File: src/rtl/fifo_cal_seq.sv
// Sequential stage behind the FIFO next-state decoder: state register, head/tail
// pointers, data_count and registered storage strobes. Optional error counter: FIFO_CAL_ERRCNT_EN.
module fifo_cal_seq #(
  parameter int ADDR_W = 3,
  parameter int CNT_W  = 4
) (
  input  logic              clk,
  input  logic              rst,
  input  logic [2:0]        next_state,
  output logic [2:0]        state,
  output logic [CNT_W-1:0]  data_count,
  output logic              we,
  output logic [ADDR_W-1:0] wr_addr,
  output logic              re,
  output logic [ADDR_W-1:0] rd_addr,
  output logic              wr_ack,
  output logic              wr_err,
  output logic              rd_ack,
  output logic              rd_err,
  output logic              full,
  output logic              empty,
  output logic [7:0]        err_count
);

  typedef enum logic [2:0] {
    S_INIT     = 3'b000,
    S_READ     = 3'b001,
    S_WRITE    = 3'b010,
    S_RD_ERROR = 3'b011,
    S_WR_ERROR = 3'b100,
    S_NO_OP    = 3'b101
  } state_t;

  localparam logic [CNT_W-1:0] DEPTH = CNT_W'(2 ** ADDR_W);

  state_t            state_q, state_n;
  logic [ADDR_W-1:0] head_q, tail_q;
  logic [CNT_W-1:0]  count_q;
  logic              do_wr, do_rd;

  // we/re are single-cycle strobes with no ready/backpressure: storage must
  // accept each one on the cycle it is high; wr_addr/rd_addr are valid only then.
  always_comb begin
    state_n = S_NO_OP;
    do_wr   = 1'b0;
    do_rd   = 1'b0;
    case (next_state)
      3'b000: state_n = S_INIT;
      3'b001: begin
        if (count_q != '0) begin
          state_n = S_READ;
          do_rd   = 1'b1;
        end else begin
          state_n = S_RD_ERROR;
        end
      end
      3'b010: begin
        if (count_q != DEPTH) begin
          state_n = S_WRITE;
          do_wr   = 1'b1;
        end else begin
          state_n = S_WR_ERROR;
        end
      end
      3'b011:  state_n = S_RD_ERROR;
      3'b100:  state_n = S_WR_ERROR;
      3'b101:  state_n = S_NO_OP;
      default: state_n = S_NO_OP;
    endcase
  end

  always_ff @(posedge clk) begin
    if (rst) begin
      state_q <= S_INIT;
      head_q  <= '0;
      tail_q  <= '0;
      count_q <= '0;
      we      <= 1'b0;
      re      <= 1'b0;
      wr_addr <= '0;
      rd_addr <= '0;
      wr_ack  <= 1'b0;
      rd_ack  <= 1'b0;
      wr_err  <= 1'b0;
      rd_err  <= 1'b0;
    end else begin
      state_q <= state_n;
      we      <= do_wr;
      re      <= do_rd;
      wr_ack  <= do_wr;
      rd_ack  <= do_rd;
      wr_addr <= tail_q;
      rd_addr <= head_q;
      wr_err  <= (state_n == S_WR_ERROR);
      rd_err  <= (state_n == S_RD_ERROR);
      if (do_wr) begin
        tail_q  <= tail_q + ADDR_W'(1);
        count_q <= count_q + CNT_W'(1);
      end else if (do_rd) begin
        head_q  <= head_q + ADDR_W'(1);
        count_q <= count_q - CNT_W'(1);
      end
    end
  end

  assign state      = state_q;
  assign data_count = count_q;
  // Flags come from the count alone; equal pointers are ambiguous (empty or full).
  assign full       = (count_q == DEPTH);
  assign empty      = (count_q == '0);

`ifdef FIFO_CAL_ERRCNT_EN
  logic [7:0] err_cnt_q;
  logic       enter_err;

  assign enter_err = ((state_n == S_RD_ERROR) || (state_n == S_WR_ERROR)) && (state_n != state_q);

  always_ff @(posedge clk) begin
    if (rst) begin
      err_cnt_q <= 8'h00;
    end else if (enter_err && (err_cnt_q != 8'hFF)) begin
      err_cnt_q <= err_cnt_q + 8'h01;
    end
  end

  assign err_count = err_cnt_q;
`else
  assign err_count = 8'h00;
`endif

endmodule

File: config.mk
export PLATFORM = sky130hd
export DESIGN_NAME = fifo_cal_seq
export DESIGN_NICKNAME = d
export VERILOG_FILES = /design/src/rtl/fifo_cal_seq.sv
export SDC_FILE = /design/constraint.sdc
export NUM_CORES = 1
export LEC_CHECK = 0
export CORE_ASPECT_RATIO = 0.7
export CORE_MARGIN = 1.5
export CORE_UTILIZATION = 35
export DETAILED_ROUTE_END_ITERATION = 12
export PLACE_DENSITY = 0.69
export REMOVE_ABC_BUFFERS = 1
export SLEW_MARGIN = 20
export SYNTH_ARGS = -nofsm -noshare
export SYNTH_HDL_FRONTEND = slang
export SYNTH_SLANG_ARGS = --single-unit
File: constraint.sdc
create_clock -name clk -period 2.2 [get_ports clk]
set_input_delay 0.44 -clock clk [delete_from_list [all_inputs] [get_ports clk]]
set_output_delay 0.44 -clock clk [all_outputs]
set_load 0.005 [all_outputs]
### After elaboration in Yosys (flattened, before gate mapping)

Index checks and enable logic that the tools add are counted.

| word-level totals | value |
|---|---|
| input port bits | 5 |
| output and inout bits | 29 |
| register bits after elaboration | 23 |

| cells by class | value |
|---|---|
| add/sub/neg operators | 4 |
| multiplexer cells | 9 |
| bitwise operators | 1 |
| reduce and logical (&&, ||, !) cells | 5 |
| equal/unequal tests | 8 |

Operators by type and width:

| cell | count |
|---|---|
| one-hot mux 3 bit (5 select lines) | 1 |
| == test 3 x 2 -> 1 bit, second input constant | 3 |
| two-way mux 4 bit | 2 |
| adder 3 x 1 -> 3 bit, second input constant | 2 |
| == test 3 bit, second input constant | 2 |
| adder 4 x 1 -> 4 bit, second input constant | 1 |
| == test 4 bit, second input constant | 1 |
| logical NOT 4 bit | 1 |
| two-way mux 1 bit | 4 |
| inequality test 4 bit, second input constant | 1 |
| nonzero test 4 bit | 1 |
| subtractor 4 x 1 -> 4 bit, second input constant | 1 |
| == test 3 x 1 -> 1 bit, second input constant | 1 |
| logical NOT 3 bit | 1 |
| two-way mux 3 bit | 1 |
| two-way mux 2 bit | 1 |
| AND reduction 2 bit | 1 |
| nonzero test 2 bit | 1 |
| inverter 1 bit | 1 |

### Logic depth before layout (Yosys ltp)

Gate-level depths: netlist (run 1).

| logic depth | value |
|---|---|
| depth after elaboration | 5 |
| mapped depth | 7 |
| depth with buffers taken out | 7 |

### Worst setup path after synthesis (run 1)

Ideal clock, no wire load.

| timing path | value |
|---|---|
| path kind | reg2reg |
| start point | reg count_q[0] (netlist: data_count[0]) |
| end point | reg count_q[3] (netlist: data_count[3]) |
| library setup time | 123 ps |
| arrival time | 2187 ps |
| stages on the path, launching flop included | 8 |
| data required time | 2077 ps |
| period minus slack after synthesis | 2311 ps |
| slack | -111 ps |
| path through | dfxtp_1 > or4b_4 > nand2_2 > ha_1 > a21o_1 > a21oi_1 > mux2i_1 > mux2_1 |

| on the way | value |
|---|---|
| word-level cells in the longest chain between the ends | 4 |
| elaborated cells on any way between the ends | 11 |

Ends and longest elaborated chain:

| what | RTL line | source |
|---|---|---|
| from (decl) | 38 | `logic [CNT_W-1:0] count_q;` |
| from (signal assigned) | 98 | `count_q <= count_q + CNT_W'(1);` |
| from (signal assigned) | 101 | `count_q <= count_q - CNT_W'(1);` |
| parallel branches: the longest is 4 deep, another holds subtractor 4 x 1 -> 4 bit | -- |  |

Several ways; the timed one is not identified. The select of a mux whose other input is x is not followed.
A chain may end at the register's enable or synchronous reset.

### Worst setup path after layout (run 1)

Ends and elaborated chain as after synthesis.

==> run metrics, run 1 <==
status=completed; TritonCTS buffer count=3; required time of the critical path=around 2.4 ns; Detailed Place HPWL=1310 um; Die Wd=65.8 um; worst hold start=head_q[1]; count of cell types in the netlist=27; final hold slack=0.477 ns; Peak supply drop=380 uV; measured slew at the worst slew-check pin=0.530 ns; Hold Path Sink=head_q[1]; post-place instance area=roughly 0.0013 mm2; pre-CTS WS=-0.415 ns; routed wire length=1730 um; Clock Path Buffers=2; Yosys reg bits=23; syn_area_per_cell=10.2 um2; Final #Nets=147; Crit Reg-Reg Endpoint=data_count[3]; R2R Path Start=data_count[0]; cell taking the most area after synthesis=dfxtp_1; startpoint types=flip-flop; area delta synth->final=46.2%; Crit-path slowest cell=or4b_4; Clock Skews=0.00359 ns; number of synthesized flops with an enable pin=0; DR WL/cell=10.2 um; via count=just over 700; Most used DFF post-synth=dfxtp_1; number of max-cap violations=0; Gate Count Post-Synth=95; H-tree depth=1; arrival time of the worst setup path=2.29 ns; Worst R2R Setup Slack=about 0.055 ns; Buffers on Ports=25; Worst Hold Path Cells=2; FP Rows=15; final setup violation count=0; Initial DRC Count=28; Final Hold Fails=0; Clock Pin Slew Worst Setup and Hold Paths=0.08 ns; Worst Reg-to-Reg Cells=7; layout cell share with drive strength beyond 1=between 20% and 30%; max-slew violation count=0; DRC=0; Via density=~4.3; LEAKAGE=between 0.0006 and 0.0007 uW; synth top area cells=dfxtp_1 48%, buf_4 7.8%, nor2_1 5.4%, xor2_1 5.4%, ha_1 5.2%; Synth top area share=a little under half; die area=0.00309 mm2; Initial Util=roughly two fifths; pin count of the biggest net entering global routing=16; CTS tree=built; global route overflow=0; initial antenna violation count=0; sequential area share after synthesis=a little under half; Antenna Nets Post-Route=0; Tcrit/Tclk final=97.5%; drt pass-1 iters=5; vias in the first global route=636; root buf cell=clkbuf_8; Slowest Stage Delay on Critical Path=~0.56 ns; n_diodes=0; critical path peak fanout=3; worst path cell trace=or4b_4, nand2_4, ha_1, a21o_1, a21oi_2, mux2i_1, mux2_1; Post-synth ARST share=0%; setup TNS=0 ns; Die Ht=46.9 um; HP Class=reg -> reg; post-layout minimum cycle time=2.14 ns; Clock Sink Count=23; first-pass GRT wire length=between 2000 and 3000 um; YS warnings=0; P per Cell Area=648 mW/mm2; Worst-Skew Late Latency=approximately 0.26 ns; RSZ-0062 raised after global routing=true; Total GRT Usage=11.4%; Top Ports=34; gpl congestion=0.724; kind of critical path=reg -> reg; Mapped Area=965 um2; core footprint=0.00253 mm2; Critical Path Sink Type=flip-flop; Final Cell Area=0.00141 mm2; relative slew slack=64.6%; f_max=between 0.4 and 0.5 GHz; setup ws final=0.0550 ns
-- registers in the layout, summed over array words and instances, names as in the netlist --
| signal | count |
|---|---|
| wr_addr | 3 |
| head_q | 3 |
| wr_err | 1 |
| rd_err | 1 |
| rd_addr | 3 |
| data_count | 4 |
| tail_q | 3 |
| wr_ack | 1 |
| state | 3 |
| rd_ack | 1 |
-- metal layers --
layer	GRT usage (%)	part of all wire, %	up-vias
met4	5.00	0.46	0
met3	4.08	7.9	2
met5	0	0	-
met2	20.2	47	29
met1	12.8	45	322
li1	-	-	374
-- synthesized netlist by cell type (all sizes together) (2+ instances only) --
master / instances
inv: 2
xor2: 6
nand3: 3
dfxtp: 23
ha: 4
buf: 12
nor3b: 2
mux2i: 3
nor2b: 7
nand2: 3
nor2: 14
a21oi: 4
-- worst max path at each step --
stage / to / depth (start not counted) / startpoint
2_1_floorplan: data_count[3] / 7 / data_count[0]
3_3_place_gp: data_count[3] / 9 / next_state[1]
3_5_place_dp: data_count[3] / 9 / next_state[1]
4_1_cts: empty / 4 / data_count[3]
5_1_grt: data_count[3] / 7 / data_count[0]
6_report: data_count[3] / 7 / data_count[0]
-- cell families (layout without fill, tap and decap cells) --
group / after synthesis / after routing / synth area share [%]
AND/OR/NAND/NOR: 33 / 33 / 18.9
buffers and inverters: 15 / 49 / 9.86
flip-flops: 23 / 23 / 47.7
XOR/XNOR: 6 / 6 / 5.45
adder cells (fa/ha/maj): 5 / 5 / 7.26
multiplexers: 4 / 4 / 4.28
AO/OA/AOI/OAI: 8 / 8 / 6.10
other: 1 / 8 / 0.389
-- layout by cell type, fill, tap and decap left out --
cell              n
a21o_1            1
a21oi_1           2
a21oi_2           2
a22oi_2           1
a31oi_1           1
and2_1            1
buf_4            17
clkbuf_8          3
clkdlybuf4s50_1  20
clkinv_2          2
conb_1            8
dfxtp_1          23
dlygate4sd2_1     1
dlymetal6s2s_1    4
fa_1              1
ha_1              3
ha_4              1
inv_1             2
mux2_1            1
mux2i_1           3
nand2_1           2
nand2_4           1
nand3_1           3
nor2_1           14
nor2b_1           7
nor3b_1           1
nor3b_2           1
o22a_1            1
or3_4             1
or4_4             1
or4b_4            1
xor2_1            6
-- layout make-up --
type	instances	area, um2
well taps	34	42.5
flip-flops and latches	23	460
inverters	3	12.5
clock buffers	3	41.3
multi-input cells	64	462
repair buffers	42	387
fillers	221	1120
clock inverters	1	5.00
-- per-stage QoR --
stage	std cells	util (%)	power (uW)
detailed placement	165	52.1	661
floorplan	90	-	552
finish	170	55.7	913
global route	170	55.7	965
CTS	170	55.1	925
global placement	165	52.1	658
-- critical path: cells and delay by family, from the launching register on --
kind	cells	cell delay [ns]
adder cells (fa/ha/maj)	1	0.22
AND/OR/NAND/NOR	2	0.64
flip-flops	1	0.32
AO/OA/AOI/OAI	2	0.30
multiplexers	2	0.55
-- power breakdown --
group	internal [uW]	total [uW]	switching [uW]
combinational	128	220	92.3
clock	126	248	122
sequential	436	445	9.05
total	690	913	223
-- timing repair --
action / 4_1_cts / 5_1_grt
pin swaps: 2 / 1
endpoints found under the setup margin: 3 / 2
buffers inserted: 1 / 0
hold buffers: 0 / 0
gates resized for setup: 4 / 5
No activity file was read; power rests on OpenSTA's default activity.
==> run 2, diff against run 1 <==
--- a/config.mk
+++ b/config.mk
@@ -5,11 +5,12 @@
 export SDC_FILE = /design/constraint.sdc
 export NUM_CORES = 1
 export LEC_CHECK = 0
+export ABC_CLOCK_PERIOD_IN_PS = 2200
 export CORE_ASPECT_RATIO = 0.7
 export CORE_MARGIN = 1.5
-export CORE_UTILIZATION = 35
+export CORE_UTILIZATION = 39
 export DETAILED_ROUTE_END_ITERATION = 12
-export PLACE_DENSITY = 0.69
+export PLACE_DENSITY = 0.76
 export REMOVE_ABC_BUFFERS = 1
 export SLEW_MARGIN = 20
 export SYNTH_ARGS = -nofsm -noshare
==> run metrics, run 2 (synthesized netlist as in run 1, its figures left out) <==
status=completed; Initial Util=between 40% and 50%; Worst-Skew Late Latency=0.31 ns; Total GRT Usage=13.8%; pin count of the biggest net entering global routing=14; most common cell after layout, fill and taps aside=dfxtp_1; HP Class=reg -> reg; kind of critical path=reg -> reg; Initial DRC Count=43; routed wire length=1960 um; required time of the critical path=2.41 ns; Crit-path slowest cell=or4b_4; Antenna Nets Post-Route=0; die area=~0.0028 mm2; Critical path buffers and inverters=0; multi-input logic area=480 um2; CTS tree=built; Sequential cell area=463 um2; CTS Hold Buffers Added=0; n_diodes=0; via count=751; drt pass-1 iters=4; Die Ht=between 40 and 50 um; busiest grt layer=met2; critical path peak fanout=2; Die Wd=62.4 um; initial antenna violation count=0; LEAKAGE=0.000653 uW; layout cell share with drive strength beyond 1=25.0%; Final #Nets=147; Post-Place Cells=163; DRC=0; startpoint types=flip-flop; met3 GRT Util=5.09%; Int Pwr=636 uW; H-tree depth=1; Buffers on Ports=25; Sw Pwr=229 uW; clock power share=22.0%; met2 usage=23.7%; Comb power frac=26.4%; overall power=~860 uW; Detailed Place HPWL=1430 um; post-layout minimum cycle time=about 2.1 ns; Clock Pin Slew Worst Setup and Hold Paths=0.12 ns; Slowest Stage Delay on Critical Path=0.56 ns; Clock Path Buffers=2; core footprint=approximately 0.0022 mm2; number of max-cap violations=0; Switching Share=26.5%; final setup violation count=0; Filler cells=around 190; max-slew violation count=0; most frequent cells in the layout=21 x dfxtp_1, 20 x clkdlybuf4s50_1, 17 x buf_4; Layout Utilization=62.9%; FP Rows=14; pre-CTS WS=-0.459 ns; Largest register FFs=4; P per Cell Area=613 mW/mm2; vias in the first global route=approximately 650; Final Hold Fails=0; delay-heaviest family, CP=simple AND/OR/NAND/NOR gates; Clock Skews=0.00273 ns; gpl congestion=0.775; worst path cell trace=or4b_4, nand2_4, ha_4, a21o_1, a21oi_2, mux2i_1, mux2_1; RSZ-0062 raised after global routing=true; Top Ports=34; Via density=between 4 and 5; TritonCTS buffer count=3; f_max=0.471 GHz; setup ws final=0.0757 ns; Peak supply drop=258 uV; Critical Path Sink Type=flip-flop; Seq pwr share=51.6%; DR WL/cell=11.7 um; area delta synth->final=46.2%; first-pass GRT wire length=2880 um; non-filler cells in the finished layout=168; Clock Sink Count=23; global route overflow=0; root buf cell=clkbuf_4; arrival time of the worst setup path=~2.3 ns; met1 usage=16.1%; Tcrit/Tclk final=96.6%
## run 2: path summary, 6_finish.rpt
check / start / to / slack [ns] / cells past startpoint
max: data_count[1] / data_count[3] / 0.08 / 7
min reg2reg: head_q[2] / rd_addr[2] / 0.49 / 1
min: head_q[2] / rd_addr[2] / 0.49 / 1
max reg2reg: data_count[1] / data_count[3] / 0.08 / 7
## run 2: area by class of cell
| class | instances | area share (%) |
|---|---|---|
| Clock inverter | 1 | 0.355 |
| Timing Repair Buffer | 42 | 27.4 |
| Multi-Input combinational cell | 64 | 34.1 |
| Tap cell | 32 | 2.84 |
| Sequential cell | 23 | 32.8 |
| Clock buffer | 3 | 1.60 |
| Inverter | 3 | 0.887 |
## run 2: repair_timing
item                       CTS  global route
setup endpoints to repair    3             2
pin swaps                    1             5
cloned                       0             0
setup buffers                1             0
resized for setup            3            10
## run 2: power by group through the flow
stage	clock network, uW	logic (uW)	registers [uW]
final	190	228	446
after global placement	0	204	454
after global routing	208	250	449
after detailed placement	0	209	455
after floorplan	0	88.3	463
after CTS	199	217	446
## run 2: per-stage QoR
step,area [um2],setup TNS (ns),hold slack [ns]
finish,1410,0,0.490
global route,1410,-0.0158,0.508
CTS,1360,-0.130,0.488
detailed placement,1320,-0.896,0.470
global placement,1320,-0.776,0.463
floorplan,908,-0.111,0.442
## run 2: per-layer routing
metal  routed length (um)  vias to the layer above
met5                    0                        -
met1                  840                      344
met2                  978                       28
li1                     -                      375
met4                   25                        0
met3                  112                        4
